==> config.mk <==
export PLATFORM = sky130hd
export DESIGN_NAME = peri_reg_initiator_flat
export DESIGN_NICKNAME = d
export VERILOG_FILES = /design/src/rtl/peri_reg_initiator_pkg.sv /design/src/rtl/peri_reg_initiator_if.sv /design/src/rtl/peri_reg_initiator.sv /design/src/flat_wrapper.sv
export SDC_FILE = /design/constraint.sdc
export NUM_CORES = 1
export LEC_CHECK = 0
export BUFFER_PORTS_ARGS = -buffer_cell sky130_fd_sc_hd__buf_4
export CORE_MARGIN = 2
export CORE_UTILIZATION = 47
export CTS_CLUSTER_DIAMETER = 120
export DETAILED_ROUTE_END_ITERATION = 16
export HOLD_SLACK_MARGIN = 0.03
export PLACE_DENSITY = 0.88
export SYNTH_ARGS = -nofsm -noshare
export SYNTH_HDL_FRONTEND = slang
export SYNTH_SLANG_ARGS = --single-unit
==> constraint.sdc <==
create_clock -name mclk -period 2.1 [get_ports mclk]
set_input_delay 0.105 -clock mclk [delete_from_list [all_inputs] [get_ports mclk]]
set_output_delay 0.105 -clock mclk [all_outputs]
set_load 0.02 [all_outputs]
==> src/rtl/peri_reg_initiator_pkg.sv <==
// Shared types and constants for the peripheral register-bus initiator.
`timescale 1ns/1ps
package peri_reg_pkg;

  // Transfer sequencing: accept, wait for the responder, return the result.
  typedef enum logic [1:0] {
    IDLE = 2'd0,
    BUSY = 2'd1,
    RESP = 2'd2
  } peri_reg_state_t;

  // Width of the peripheral register-bus byte address.
  localparam int PERI_REG_AW = 11;

  // Read data returned when a responder never acknowledges.
  localparam logic [31:0] PERI_REG_ERR_DATA = 32'hDEAD_BEEF;

  // Increment that sticks at all-ones instead of wrapping.
  function automatic logic [7:0] sat_inc8(input logic [7:0] val);
    return (val == 8'hFF) ? val : (val + 8'd1);
  endfunction

endpackage

==> src/rtl/peri_reg_initiator_if.sv <==
// Bus bundles for the initiator: the Wishbone-classic side facing the SoC
// interconnect, and the peripheral register bus facing the responders.
`timescale 1ns/1ps

interface peri_wb_if;
  import peri_reg_pkg::*;

  logic                   wbs_cyc_i;
  logic                   wbs_stb_i;
  logic                   wbs_we_i;
  logic [PERI_REG_AW-1:0] wbs_adr_i;
  logic [31:0]            wbs_dat_i;
  logic [3:0]             wbs_sel_i;
  logic [31:0]            wbs_dat_o;
  logic                   wbs_ack_o;
  logic                   wbs_err_o;

  // Interconnect side issuing requests.
  modport master (
    output wbs_cyc_i, wbs_stb_i, wbs_we_i, wbs_adr_i, wbs_dat_i, wbs_sel_i,
    input  wbs_dat_o, wbs_ack_o, wbs_err_o
  );

  // Initiator side accepting requests.
  modport slave (
    input  wbs_cyc_i, wbs_stb_i, wbs_we_i, wbs_adr_i, wbs_dat_i, wbs_sel_i,
    output wbs_dat_o, wbs_ack_o, wbs_err_o
  );
endinterface

interface peri_regbus_if;
  import peri_reg_pkg::*;

  logic                   reg_cs;
  logic                   reg_wr;
  logic [PERI_REG_AW-1:0] reg_addr;
  logic [31:0]            reg_wdata;
  logic [3:0]             reg_be;
  logic [31:0]            reg_rdata;
  logic                   reg_ack;

  // Initiator driving the register bus.
  modport master (
    output reg_cs, reg_wr, reg_addr, reg_wdata, reg_be,
    input  reg_rdata, reg_ack
  );

  // Decode / responder side.
  modport slave (
    input  reg_cs, reg_wr, reg_addr, reg_wdata, reg_be,
    output reg_rdata, reg_ack
  );
endinterface

==> src/rtl/peri_reg_initiator.sv <==
// Wishbone-classic to peripheral register-bus initiator. One transfer at a
// time; a bounded wait turns a missing reg_ack into a Wishbone error so the
// interconnect cannot hang on an unmapped or dead slot. Every output comes
// straight from a flop.
`timescale 1ns/1ps

module peri_reg_initiator
  import peri_reg_pkg::*;
#(
  parameter int unsigned TIMEOUT_CYC = 32'd255,
  parameter logic [31:0] ERR_DATA    = PERI_REG_ERR_DATA
) (
  input  logic          mclk,
  input  logic          s_reset_n,
  peri_wb_if.slave      wb,
  peri_regbus_if.master rb,
  output logic [7:0]    tout_cnt
);

  // Timer value at which an unacknowledged transfer is abandoned.
  localparam logic [7:0] TMO_LIMIT = 8'(TIMEOUT_CYC);

  peri_reg_state_t        state_q,     state_d;
  logic                   reg_cs_q,    reg_cs_d;
  logic                   reg_wr_q,    reg_wr_d;
  logic [PERI_REG_AW-1:0] reg_addr_q,  reg_addr_d;
  logic [31:0]            reg_wdata_q, reg_wdata_d;
  logic [3:0]             reg_be_q,    reg_be_d;
  logic [7:0]             timer_q,     timer_d;
  logic                   wbs_ack_q,   wbs_ack_d;
  logic                   wbs_err_q,   wbs_err_d;
  logic [31:0]            wbs_dat_q,   wbs_dat_d;
  logic [7:0]             tout_cnt_q,  tout_cnt_d;

  // State and output registers; reset clears everything asynchronously so a
  // mid-transfer reset releases the register bus at once.
  always_ff @(posedge mclk or negedge s_reset_n) begin
    if (!s_reset_n) begin
      state_q     <= IDLE;
      reg_cs_q    <= 1'b0;
      reg_wr_q    <= 1'b0;
      reg_addr_q  <= {PERI_REG_AW{1'b0}};
      reg_wdata_q <= 32'd0;
      reg_be_q    <= 4'd0;
      timer_q     <= 8'd0;
      wbs_ack_q   <= 1'b0;
      wbs_err_q   <= 1'b0;
      wbs_dat_q   <= 32'd0;
      tout_cnt_q  <= 8'd0;
    end else begin
      state_q     <= state_d;
      reg_cs_q    <= reg_cs_d;
      reg_wr_q    <= reg_wr_d;
      reg_addr_q  <= reg_addr_d;
      reg_wdata_q <= reg_wdata_d;
      reg_be_q    <= reg_be_d;
      timer_q     <= timer_d;
      wbs_ack_q   <= wbs_ack_d;
      wbs_err_q   <= wbs_err_d;
      wbs_dat_q   <= wbs_dat_d;
      tout_cnt_q  <= tout_cnt_d;
    end
  end

  // Next-state and next-output logic; completion pulses default low so they
  // last exactly the one RESP cycle.
  always_comb begin
    state_d     = state_q;
    reg_cs_d    = reg_cs_q;
    reg_wr_d    = reg_wr_q;
    reg_addr_d  = reg_addr_q;
    reg_wdata_d = reg_wdata_q;
    reg_be_d    = reg_be_q;
    timer_d     = timer_q;
    wbs_ack_d   = 1'b0;
    wbs_err_d   = 1'b0;
    wbs_dat_d   = wbs_dat_q;
    tout_cnt_d  = tout_cnt_q;

    case (state_q)
      IDLE: begin
        if (wb.wbs_cyc_i && wb.wbs_stb_i) begin
          reg_cs_d    = 1'b1;
          reg_wr_d    = wb.wbs_we_i;
          reg_addr_d  = wb.wbs_adr_i;
          reg_wdata_d = wb.wbs_dat_i;
          reg_be_d    = wb.wbs_sel_i;
          timer_d     = 8'd0;
          state_d     = BUSY;
        end else begin
          state_d = IDLE;
        end
      end

      BUSY: begin
        if (rb.reg_ack) begin
          // Acknowledge beats a coincident timeout; data captured for writes too.
          reg_cs_d  = 1'b0;
          wbs_dat_d = rb.reg_rdata;
          wbs_ack_d = wb.wbs_cyc_i;
          state_d   = RESP;
        end else if (timer_q == TMO_LIMIT) begin
          // The timeout is counted even if the master has already walked away.
          reg_cs_d   = 1'b0;
          wbs_dat_d  = ERR_DATA;
          wbs_ack_d  = wb.wbs_cyc_i;
          wbs_err_d  = wb.wbs_cyc_i;
          tout_cnt_d = sat_inc8(tout_cnt_q);
          state_d    = RESP;
        end else begin
          timer_d = timer_q + 8'd1;
        end
      end

      RESP: begin
        // Requests and stray acknowledges are ignored for this one cycle.
        state_d = IDLE;
      end

      default: begin
        reg_cs_d = 1'b0;
        state_d  = IDLE;
      end
    endcase
  end

  assign rb.reg_cs    = reg_cs_q;
  assign rb.reg_wr    = reg_wr_q;
  assign rb.reg_addr  = reg_addr_q;
  assign rb.reg_wdata = reg_wdata_q;
  assign rb.reg_be    = reg_be_q;
  assign wb.wbs_ack_o = wbs_ack_q;
  assign wb.wbs_err_o = wbs_err_q;
  assign wb.wbs_dat_o = wbs_dat_q;
  assign tout_cnt     = tout_cnt_q;

endmodule

==> src/flat_wrapper.sv <==
// flat-port wrapper written by rule: the top's interface ports become plain ports
module peri_reg_initiator_flat import peri_reg_pkg::*;
#(
  parameter int unsigned TIMEOUT_CYC = 32'd255,
  parameter logic [31:0] ERR_DATA    = PERI_REG_ERR_DATA
)
  (mclk, s_reset_n, tout_cnt, wb_wbs_cyc_i, wb_wbs_stb_i, wb_wbs_we_i, wb_wbs_adr_i, wb_wbs_dat_i, wb_wbs_sel_i, wb_wbs_dat_o, wb_wbs_ack_o, wb_wbs_err_o, rb_reg_cs, rb_reg_wr, rb_reg_addr, rb_reg_wdata, rb_reg_be, rb_reg_rdata, rb_reg_ack);
  peri_wb_if wb_i ();
  peri_regbus_if rb_i ();
  input  logic mclk;
  input  logic s_reset_n;
  output logic [7:0] tout_cnt;
  input wire logic [$bits(wb_i.wbs_cyc_i)-1:0] wb_wbs_cyc_i;
  input wire logic [$bits(wb_i.wbs_stb_i)-1:0] wb_wbs_stb_i;
  input wire logic [$bits(wb_i.wbs_we_i)-1:0] wb_wbs_we_i;
  input wire logic [$bits(wb_i.wbs_adr_i)-1:0] wb_wbs_adr_i;
  input wire logic [$bits(wb_i.wbs_dat_i)-1:0] wb_wbs_dat_i;
  input wire logic [$bits(wb_i.wbs_sel_i)-1:0] wb_wbs_sel_i;
  output wire logic [$bits(wb_i.wbs_dat_o)-1:0] wb_wbs_dat_o;
  output wire logic [$bits(wb_i.wbs_ack_o)-1:0] wb_wbs_ack_o;
  output wire logic [$bits(wb_i.wbs_err_o)-1:0] wb_wbs_err_o;
  output wire logic [$bits(rb_i.reg_cs)-1:0] rb_reg_cs;
  output wire logic [$bits(rb_i.reg_wr)-1:0] rb_reg_wr;
  output wire logic [$bits(rb_i.reg_addr)-1:0] rb_reg_addr;
  output wire logic [$bits(rb_i.reg_wdata)-1:0] rb_reg_wdata;
  output wire logic [$bits(rb_i.reg_be)-1:0] rb_reg_be;
  input wire logic [$bits(rb_i.reg_rdata)-1:0] rb_reg_rdata;
  input wire logic [$bits(rb_i.reg_ack)-1:0] rb_reg_ack;
  assign wb_i.wbs_cyc_i = wb_wbs_cyc_i;
  assign wb_i.wbs_stb_i = wb_wbs_stb_i;
  assign wb_i.wbs_we_i = wb_wbs_we_i;
  assign wb_i.wbs_adr_i = wb_wbs_adr_i;
  assign wb_i.wbs_dat_i = wb_wbs_dat_i;
  assign wb_i.wbs_sel_i = wb_wbs_sel_i;
  assign wb_wbs_dat_o = wb_i.wbs_dat_o;
  assign wb_wbs_ack_o = wb_i.wbs_ack_o;
  assign wb_wbs_err_o = wb_i.wbs_err_o;
  assign rb_reg_cs = rb_i.reg_cs;
  assign rb_reg_wr = rb_i.reg_wr;
  assign rb_reg_addr = rb_i.reg_addr;
  assign rb_reg_wdata = rb_i.reg_wdata;
  assign rb_reg_be = rb_i.reg_be;
  assign rb_i.reg_rdata = rb_reg_rdata;
  assign rb_i.reg_ack = rb_reg_ack;
  peri_reg_initiator #(.TIMEOUT_CYC(TIMEOUT_CYC), .ERR_DATA(ERR_DATA)) u_core (.mclk(mclk), .s_reset_n(s_reset_n), .wb(wb_i), .rb(rb_i), .tout_cnt(tout_cnt));
endmodule
==> metrics <==
wire per inst 18.0 um; Area growth syn-to-layout 63.8%; leading area contributor after synthesis dfrtp_1; clk buf depth 2; total CTS buffers 9; sequential share of the synthesized area 0.641; Root Buffer clkbuf_8; reg2reg start u_core.timer_q[0]; Sw Share 0.336; post-layout min period 1.96 ns; # fillers 453; Area after DPL 0.00541 mm^2; top cells by area, synth dfrtp_1 (64%), mux2_2 (14%), o22a_1 (5.3%); Final Util 0.791; overall power consumption 0.00659 W; Max-cap violations 0; clk slew on worst S/H paths 0.10 ns; CTS tree done; Synth Warn # 0; first-pass GRT wire length 17.5 mm; Critical Path AT 2.21 ns; Clock Power Share 0.216; P_sw 0.00222 W; Post-DP HPWL 6.82 mm; Critical Path Fanout Max 26; worst setup path endpoint u_core.wb.wbs_dat_o[16]; largest net degree at the start of global routing 54; Initial DRC Count 100; EDFF count, synth 0; worst slack at placement 0.108 ns; WP data required 2.35 ns; Die ar. 0.00914 mm^2; vias in the first global route 3603; vias 3357; share of the synthesized area in the top cell type 0.641; worst min path class input port to flop; Pre-antenna DRT Iters 4; skew final 0.0179 ns; Remaining DRCs 0; final setup margin 0.139 ns; H-tree depth 3; Cell Count, Final, Fillers Out 645; Mapped Avg Cell Area 14.5 um^2; multi-input combinational cell area 0.00135 mm^2; ys flop type dfrtp_1; Nets 622; row count 33; R2R depth 6; sequential power share 0.419; Final setup violation count 0; top post-synthesis cells by count dfrtp_1 (101), mux2_2 (48), o22a_1 (24); Leak Pwr 3.03 nW; status finished clean; Starting Density 0.483; Crit Path Class flop to flop; Post-DRT Antenna Nets 0; final non-filler cell area 0.00646 mm^2; Post-Place Cells 547; Diodes inserted 0; post-synth net total 359; gpl congestion 0.818; crit share post-route 0.934; gr ovfl total 0; Slew HR 0.706; reg2reg end u_core.wb.wbs_dat_o[16]; #FFs+latches synth 101; Die W 95.6 um; initial antenna violation count 0; Netlist Area Pre-Place 0.00395 mm^2; Placeable Area 0.00818 mm^2; I/O pins 176; register area 0.00253 mm^2; final hold viol count 0; I/O Buffers 175; worst setup path start u_core.timer_q[0]; combinational share of power 0.366; cell area power density 1020 mW/mm^2; proportion of layout cells with a drive suffix above 1 0.480; r2r setup slk 0.14 ns; Total GRT Usage 0.254; count leader, synth dfrtp_1; Die Y-Extent 95.6 um; worst ir drop on vdd 0.644 mV; ys async rst share 1.00; CP Launch Type flop; CP endpoint kind flop; CTS sink cnt 101; Unique masters post-synth 41; FMAX 510 MHz; fin. max-slew vios 0; Internal 0.00437 W; actual slew at the worst max-slew pin 0.440 ns; Final Routed Wirelength 11.6 mm; post-synthesis cell count 272; latest clock arrival within the worst-skew pair 0.36 ns; Via density 5.20
## stage by stage
| step | TNS (ns) | hold WS, ns |
|---|---|---|
| 6_report | 0 | 0.128 |
| 5_1_grt | -0.00854 | 0.162 |
| 4_1_cts | 0 | 0.118 |
| 3_5_place_dp | 0 | -0.0209 |
| 3_3_place_gp | 0 | -0.0264 |
| 2_1_floorplan | 0 | -0.191 |
## how the worst min path moves through the flow
stage,startpoint,cells past startpoint,slack [ns],end
2_1_floorplan,s_reset_n,0,-0.19,u_core.rb.reg_addr[0]
3_3_place_gp,s_reset_n,1,-0.03,u_core.rb.reg_wdata[19]
3_5_place_dp,s_reset_n,1,-0.02,u_core.rb.reg_wdata[0]
4_1_cts,s_reset_n,2,0.12,u_core.rb.reg_wdata[17]
5_1_grt,s_reset_n,2,0.16,u_core.rb.reg_wdata[23]
6_report,rb_reg_ack,4,0.13,u_core.timer_q[6]
## cell families (layout without fill, tap and decap cells)
family          Yosys count  after routing  synth area share
flops                   101            101             0.641
compound gates           55             55             0.106
mux                      50             50             0.144
simple gates             45             45            0.0771
buf+inv                  15            283            0.0171
xor+xnor                  4              4           0.00888
fa+ha+maj                 2              2           0.00634
## power by group through the flow
stage               clock [W]  sequential, W  combinational [W]
floorplan                   0        0.00333           0.000553
finish                0.00142        0.00276            0.00241
CTS                   0.00141        0.00273            0.00238
detailed placement          0        0.00276            0.00225
global placement            0        0.00273            0.00219
global route          0.00151        0.00280            0.00252
## critical path, stage by stage, from the launching register on
cell	delay (ns)
dfrtp_1	0.44
ha_1	0.26
nand3_2	0.19
nor3_1	0.10
o21ai_2	0.38
inv_4	0.21
o22a_1	0.27
## cell type report
type	instances	area share
clock inverters	6	0.0141
multi-input cells	156	0.209
clock buffers	10	0.0213
well taps	105	0.0203
flip-flops and latches	101	0.391
repair buffers	264	0.342
inverters	3	0.00213
## layer usage
layer / global-route usage / wire, um / vias up
li1: - / - / 1517
met1: 0.272 / 4000 / 1671
met2: 0.489 / 6720 / 139
met3: 0.0490 / 561 / 30
met4: 0.0940 / 306 / 0
met5: 0 / 0 / -
## sequential cells by signal, indices dropped and copies added (netlist names)
signal and flops:
u_core.rb.reg_addr 11, u_core.rb.reg_be 4, u_core.rb.reg_cs 1, u_core.rb.reg_wdata 32, u_core.rb.reg_wr 1, u_core.state_q 2
u_core.timer_q 8, u_core.tout_cnt 8, u_core.wb.wbs_ack_o 1, u_core.wb.wbs_dat_o 32, u_core.wb.wbs_err_o 1
## cell usage in the layout (no fill, tap or decap), drive strengths merged
cell type    Yosys  final
and4             2      2
a21o             1      1
clkbuf           3     10
nor2             2      2
a41oi            1      1
o32ai            1      1
nor2b            2      2
clkinv           0      1
bufinv           0      2
nand2           12     12
a31oi            2      2
nand4            4      4
and3             2      2
o22a            24     24
dlygate4sd3      0     82
ha               2      2
dfrtp          101    101
nor3b            1      1
or2b             1      1
a22o             8      8
inv              3      6
xnor2            4      4
o31ai            3      3
or2              1      1
nor4             2      2
or3              1      1
and2             5      5
or3b             1      1
mux2            50     50
nand2b           2      2
nor3             2      2
o21ai           10     10
and4bb           1      1
a21oi            5      5
buf              9    182
nand3            4      4
## what timing repair did
| action | 4_1_cts | 5_1_grt |
|---|---|---|
| gates resized for setup | 0 | 2 |
| buffers inserted | 0 | 0 |
| endpoints found under the hold margin | 183 | 0 |
| hold buffers | 82 | 0 |
| setup endpoints to repair | 0 | 25 |
Power figures use the tool's default switching activity.
